--- src/rtl/axi_master_bridge.sv ---
// axi_master_bridge
//   Converts the cache bridge's request/beat handshake into AXI4 master
//   channels. The read path (AR/R) and the write path (AW/W/B) are separate
//   state machines, so one read burst and one write burst can be in flight
//   at the same time.
//
// Ports
//   clk, rst              clock; asynchronous active-low reset
//   cpu_ce_i              enable; low blocks new bursts from starting
//   cpu_ren_i/raddr/rlen  read request level, start address, beats-1
//   cpu_rready_i          upstream can take a read beat
//   cpu_rdata_o/rvalid_o  read beat data and "beat transferred" strobe
//   cpu_wen_i/waddr/wlen  write request level, start address, beats-1
//   cpu_wdata_i/wsel_i    current write beat data and byte strobes
//   cpu_wresp_o           pulse per accepted non-last beat, plus one on B
//   m_ar*/m_r*            AXI read address / read data channels
//   m_aw*/m_w*/m_b*       AXI write address / write data / response channels
//   dbg_rstate/dbg_wstate current read / write FSM state
//
// Handshake: a transfer happens on a rising clk edge where valid and ready
// are both high. Every valid here comes from a register and never looks at
// the matching ready; once raised it stays high until its transfer.
module axi_master_bridge #(
  parameter logic [3:0] RD_ID = 4'h0,
  parameter logic [3:0] WR_ID = 4'h1
) (
  input  logic        clk,
  input  logic        rst,
  input  logic        cpu_ce_i,
  input  logic        cpu_ren_i,
  input  logic [31:0] cpu_raddr_i,
  input  logic [7:0]  cpu_rlen_i,
  input  logic        cpu_rready_i,
  output logic [31:0] cpu_rdata_o,
  output logic        cpu_rvalid_o,
  input  logic        cpu_wen_i,
  input  logic [31:0] cpu_waddr_i,
  input  logic [7:0]  cpu_wlen_i,
  input  logic [31:0] cpu_wdata_i,
  input  logic [3:0]  cpu_wsel_i,
  output logic        cpu_wresp_o,
  output logic [3:0]  m_arid,
  output logic [31:0] m_araddr,
  output logic [7:0]  m_arlen,
  output logic [2:0]  m_arsize,
  output logic [1:0]  m_arburst,
  output logic        m_arvalid,
  input  logic        m_arready,
  input  logic [3:0]  m_rid,
  input  logic [31:0] m_rdata,
  input  logic [1:0]  m_rresp,
  input  logic        m_rlast,
  input  logic        m_rvalid,
  output logic        m_rready,
  output logic [3:0]  m_awid,
  output logic [31:0] m_awaddr,
  output logic [7:0]  m_awlen,
  output logic [2:0]  m_awsize,
  output logic [1:0]  m_awburst,
  output logic        m_awvalid,
  input  logic        m_awready,
  output logic [31:0] m_wdata,
  output logic [3:0]  m_wstrb,
  output logic        m_wlast,
  output logic        m_wvalid,
  input  logic        m_wready,
  input  logic [3:0]  m_bid,
  input  logic [1:0]  m_bresp,
  input  logic        m_bvalid,
  output logic        m_bready,
  output logic [1:0]  dbg_rstate,
  output logic [2:0]  dbg_wstate
);

  typedef enum logic [1:0] {R_IDLE, R_ADDR, R_DATA, R_DONE} r_state_t;
  typedef enum logic [2:0] {W_IDLE, W_ADDR, W_DATA, W_RESP, W_DONE} w_state_t;

  r_state_t   r_state;
  w_state_t   w_state;
  logic [7:0] wcnt;

  // Response codes and IDs coming back from the interconnect are not used.
  logic unused_inputs;
  assign unused_inputs = ^{m_rid, m_rresp, m_bid, m_bresp};

  assign m_arid    = RD_ID;
  assign m_arsize  = 3'b010;
  assign m_arburst = 2'b01;
  assign m_awid    = WR_ID;
  assign m_awsize  = 3'b010;
  assign m_awburst = 2'b01;

  assign dbg_rstate = r_state;
  assign dbg_wstate = w_state;

  // ---------------- read path ----------------
  always_ff @(posedge clk or negedge rst) begin
    if (!rst) begin
      r_state   <= R_IDLE;
      m_araddr  <= '0;
      m_arlen   <= '0;
      m_arvalid <= 1'b0;
    end else begin
      case (r_state)
        R_IDLE: if (cpu_ce_i && cpu_ren_i) begin
          r_state   <= R_ADDR;
          m_araddr  <= cpu_raddr_i;
          m_arlen   <= cpu_rlen_i;
          m_arvalid <= 1'b1;
        end
        R_ADDR: if (m_arready) begin
          m_arvalid <= 1'b0;
          r_state   <= R_DATA;
        end
        R_DATA: if (m_rvalid && cpu_rready_i && m_rlast) r_state <= R_DONE;
        // One dead cycle so the upstream can drop ren before IDLE looks again.
        R_DONE: r_state <= R_IDLE;
        default: r_state <= R_IDLE;
      endcase
    end
  end

  // Ready is a straight pass of the upstream ready while receiving data, so
  // beats reach the upstream in the same cycle they are accepted.
  assign m_rready     = (r_state == R_DATA) && cpu_rready_i;
  assign cpu_rvalid_o = m_rvalid && m_rready;
  assign cpu_rdata_o  = m_rdata;

  // ---------------- write path ----------------
  always_ff @(posedge clk or negedge rst) begin
    if (!rst) begin
      w_state   <= W_IDLE;
      m_awaddr  <= '0;
      m_awlen   <= '0;
      m_awvalid <= 1'b0;
      m_wvalid  <= 1'b0;
      m_bready  <= 1'b0;
      wcnt      <= '0;
    end else begin
      case (w_state)
        W_IDLE: if (cpu_ce_i && cpu_wen_i) begin
          w_state   <= W_ADDR;
          m_awaddr  <= cpu_waddr_i;
          m_awlen   <= cpu_wlen_i;
          m_awvalid <= 1'b1;
          wcnt      <= '0;
        end
        W_ADDR: if (m_awready) begin
          m_awvalid <= 1'b0;
          m_wvalid  <= 1'b1;
          w_state   <= W_DATA;
        end
        W_DATA: if (m_wready) begin
          wcnt <= wcnt + 8'd1;
          if (m_wlast) begin
            m_wvalid <= 1'b0;
            m_bready <= 1'b1;
            w_state  <= W_RESP;
          end
        end
        W_RESP: if (m_bvalid) begin
          m_bready <= 1'b0;
          w_state  <= W_DONE;
        end
        W_DONE: w_state <= W_IDLE;
        default: w_state <= W_IDLE;
      endcase
    end
  end

  assign m_wdata = cpu_wdata_i;
  assign m_wstrb = cpu_wsel_i;
  assign m_wlast = m_wvalid && (wcnt == m_awlen);

  // The upstream advances its data on each pulse; the last beat's pulse is
  // held back until B so the final pulse means the write has completed.
  assign cpu_wresp_o = (m_wvalid && m_wready && !m_wlast) || (m_bready && m_bvalid);

endmodule

--- config.mk ---
export PLATFORM = sky130hd
export DESIGN_NAME = axi_master_bridge
export DESIGN_NICKNAME = d
export VERILOG_FILES = /design/src/rtl/axi_master_bridge.sv
export SDC_FILE = /design/constraint.sdc
export NUM_CORES = 1
export LEC_CHECK = 0
export CAP_MARGIN = 20
export CORE_AREA = 5 5 135 137
export CTS_CLUSTER_DIAMETER = 80
export DETAILED_ROUTE_END_ITERATION = 8
export DIE_AREA = 0 0 140 142
export DONT_BUFFER_PORTS = 1
export HOLD_SLACK_MARGIN = 0.06
export PLACE_DENSITY = 0.49
export SYNTH_ARGS = -nofsm -noshare
export SYNTH_HDL_FRONTEND = slang
export SYNTH_SLANG_ARGS = --single-unit
--- constraint.sdc ---
create_clock -name clk -period 2.3 [get_ports clk]
set_input_delay 0.69 -clock clk [delete_from_list [all_inputs] [get_ports clk]]
set_output_delay 0.69 -clock clk [all_outputs]
set_load 0.01 [all_outputs]
# Word level (Yosys, flattened, before mapping)
# Index checks and enable logic that the tools add are counted.
# totals
register_bits	97
word_cells	82
# classes
n_addsub	1
eq_ne	15
muxes	27
n_reduce_logical	28
# ops
cell	count
8-bit two-way mux	2
2-bit inequality test, second input constant	8
8-bit one-hot mux with 2 select lines	1
3-bit two-way mux	5
3-bit one-hot mux with 4 select lines	1
3-bit AND reduction	4
1-bit logical AND	10
1-bit two-way mux	10
2-bit nonzero test	5
8-bit by 1-bit adder with 8-bit output, second input constant	1
8-bit == test	1
1-bit one-hot mux with 2 select lines	4
2-bit one-hot mux with 4 select lines	1
4-bit AND reduction	2
3-bit by 2-bit == test with 1-bit output, second input constant	2
2-bit two-way mux	3
5-bit AND reduction	1
2-bit == test, second input constant	2
2-bit AND reduction	2
3-bit by 1-bit == test with 1-bit output, second input constant	1
3-bit zero test	1
2-bit by 1-bit == test with 1-bit output, second input constant	1
2-bit zero test	1
1-bit zero test	1
1-bit logical OR	1

# Depth between registers and ports, before layout
# Gate-level depths: netlist of the first run.
# depth
word_depth	5
ltp_mapped	7
depth_no_buf	5

# Worst setup path after synthesis of the first run
# Ideal clock, no wire load.
# synth_timing
path_kind	reg-to-output
from	reg wcnt[2]
to	out m_wlast
t_arrival_ns	1.142
required_time_ns	1.610
setup_slack_ns	0.468
stages_incl_launch_ff	6
cell_sequence	dfrtp_1 clkbuf_1 xnor2_1 nand4_1 nor2_1 and2_1
# synth_via
elab_chain_len	2
# synth_rtl
element	line	source
from (decl)	80	logic [7:0] wcnt;
from (signal assigned)	154	wcnt <= wcnt + 8'd1;
8-bit == test	173	assign m_wlast = m_wvalid && (wcnt == m_awlen);
1-bit logical AND	173	
to (decl)	64	output logic m_wlast,
# Every way passes these cells.

# Worst setup path in the final report of the first run
# layout_timing
from	reg m_awlen[0]
to	out m_wlast
# layout_via
elab_chain_len	2
# layout_rtl
element	line	source
from (decl)	57	output logic [7:0] m_awlen,
from (signal assigned)	144	m_awlen <= cpu_wlen_i;
8-bit == test	173	
1-bit logical AND	173	
# Every way passes these cells.

==> reports/metrics.cfg, run 1 <==
[die]
coreArea_um2=16900
start_util_pct=27.6
die_width_um=140
die_h_um=142
die-area_um2=19900
rows=48
ios=351

[clock_network]
clk_pin_slew_ns=0.07
cts_buffers=9
cts_root_buf=clkbuf_16
h-tree-depth=3
tritoncts=done
clk_path_buf_depth=2
clk_latency_ns=0.34
clock_sinks=97

[power]
p_comb_share_pct=22.9
p_switching_mw=2.33
swShare_pct=35.5
ir_worst_vdd_mv=0.546
total_leakage_power_nw=1.99
internal_power_mw=4.24
p_per_area_nw_per_um2=1410
p_total_mw=6.56
seqPwrFrac_pct=54.9
clockPowerShare_pct=22.2

[worst_setup_path]
critPathRequiredTime_ns=1.61
critical_path.slowest_cell=dfrtp_2
cpPeakStageDelay_ns=0.46
start_kind=flip-flop
critPathKind=flip-flop to output port
arrival_ns=1.53
cp-end-kind=output port
crit_chain=xnor2_2 > nand4_1 > nor2_2 > buf_6 > and2_4
crit_path_max_fanout=5

[grt]
grt_pass1_vias=2584
grt_first_pass_wirelength_um=14900
grt.total_usage_pct=9.47
grt_antenna_before_repair=0
grt_max_degree=98
overflow=0

[finish]
final_common_cell=dfrtp_1
fin_area_um2=4660
n_antenna_cell=0
stdcell_count=530
final_cell_mix=88 x dfrtp_1, 79 x mux2_2, 18 x conb_1
area_growth_pct=-0.134
ff_latch_area_um2=2440
drive_gt1_share_pct=41.3
nFillCells=1759
multiInputGateArea_um2=1580
fin_nets=477

[sta]
setup_viol=0
period_needed_ns=2.22
drv_slew=0
fmax_mhz=451
tns_ns=0
slew_headroom_pct=60.0
timing.clock.skew_ns=0.0121
rsz0062_at_grt=true
setup_ws_ns=0.0843
hold_viol=0
fin_crit_sh_pct=96.3
worst_slew_pin_slew_ns=0.601

[place]
hpwl_um=7280
place_inst=511
dp_slack_ns=0.271
place_congestion=0.703
placed_area_um2=4320
port-buffer-count=0

[route]
first_pass_iters=4
wl_per_cell_um=18.4
drc=0
vias_per_cell=4.44
drt_wl_total_um=9750
num_vias=2351
drtAntennaViolNets=0
drt_iter0_drc=78

[synth]
syn-instance-count=364
ys_ff_latch=97
syn-cell-area_um2=4670
synthArstFlopShare_pct=100
ys_seq_area_share_pct=52.0
yosys.cell_types.count=43
yosysWarnings=0
synth_edf_count=0
ys.flop_type=dfrtp_1
avgSynthCellArea_um2=12.8

[status]
status=completed

[worst_hold_path]
hold_path_class=primary input to async pin

[job]
drv_cap=0

timing repair:
action	4_1_cts	5_1_grt
endpoints found under the setup margin	2	2
pin swaps	0	3
setup buffers	0	3
gates resized for setup	5	10
hold endpoints to repair	97	97
worst paths after layout:
check,to,from,slack (ns),cells past startpoint
worst max-delay path,m_wlast,m_awlen[0],0.08,5
worst min-delay path,m_awaddr[22],rst,0.04,0
worst max register to register,m_awaddr[12],dbg_wstate[2],0.41,3
worst min register to register,m_awvalid,m_awvalid,0.56,2
max in group asynchronous,dbg_rstate[0],rst,2.11,0
min in group clk,m_awlen[0],cpu_wlen_i[0],0.45,2
routing by layer:
layer	up-vias	share of wire (%)	track usage [%]
met3	47	11	4.97
li1	1006	-	-
met5	-	0	0
met2	135	51	15.0
met1	1163	34	10.0
met4	0	4.6	5.76
final cells by class:
type	instances	share of cell area (%)
repair buffers	6	1.32
multi-input cells	182	33.9
clock inverters	6	1.23
inverters	4	0.322
flip-flops and latches	97	52.3
clock buffers	10	4.91
well taps	225	6.04
flip-flops by register name, summed over array words and instances (netlist names):
register	flops
m_awaddr	32
m_bready	1
m_araddr	32
m_wvalid	1
m_awvalid	1
m_arvalid	1
dbg_wstate	3
m_arlen	8
dbg_rstate	2
wcnt	8
m_awlen	8
synth_stat cells, drive strengths merged (3+ instances only):
library cell,count,share of area [%]
a21oi,9,1.1
mux2,81,20
buf,96,16
nand3,5,0.54
and2,5,0.75
xor2,3,0.56
nand2,15,1.2
inv,4,0.32
nor2,6,0.48
ha,5,1.3
dfrtp,97,52
xnor2,8,1.5
power groups by stage:
stage | logic (mW) | clock network (mW) | registers, mW
final | 1.51 | 1.45 | 3.60
after global routing | 1.68 | 1.60 | 3.72
after CTS | 1.47 | 1.52 | 3.64
after detailed placement | 1.46 | 0 | 3.64
after global placement | 1.39 | 0 | 3.64
after floorplan | 1.45 | 0 | 3.35
logic make-up after synthesis:
kind of cell	after synthesis	share of synthesized area, %
other	2	0.161
AO/OA/AOI/OAI	24	3.67
adder cells (fa/ha/maj)	5	1.34
multiplexers	81	19.5
XOR/XNOR	11	2.06
flip-flops	97	52.0
buffers and inverters	101	16.0
AND/OR/NAND/NOR	43	5.23
worst max-delay path: cells and delay by family, from the launching register on:
family | cells | cell delay (ns)
buffers and inverters | 1 | 0.13
AND/OR/NAND/NOR | 3 | 0.41
XOR/XNOR | 1 | 0.19
flip-flops | 1 | 0.46
per-stage QoR:
stage	hold slack, ns	util, %
final	0.0390	27.5
after global routing	0.00616	27.5
after CTS	0.0125	27.3
after detailed placement	0.396	25.5
after global placement	0.397	25.5
after floorplan	0.394	-
Power figures use the tool's default switching activity.
==> run 2, diff against run 1 <==
--- a/config.mk
+++ b/config.mk
@@ -8,6 +8,7 @@
 export CAP_MARGIN = 20
 export CORE_AREA = 5 5 135 137
 export CTS_CLUSTER_DIAMETER = 80
+export CTS_CLUSTER_SIZE = 28
 export DETAILED_ROUTE_END_ITERATION = 8
 export DIE_AREA = 0 0 140 142
 export DONT_BUFFER_PORTS = 1
==> results of run 2 <==
Final layout, timing and power as in run 1 (identical DEF).
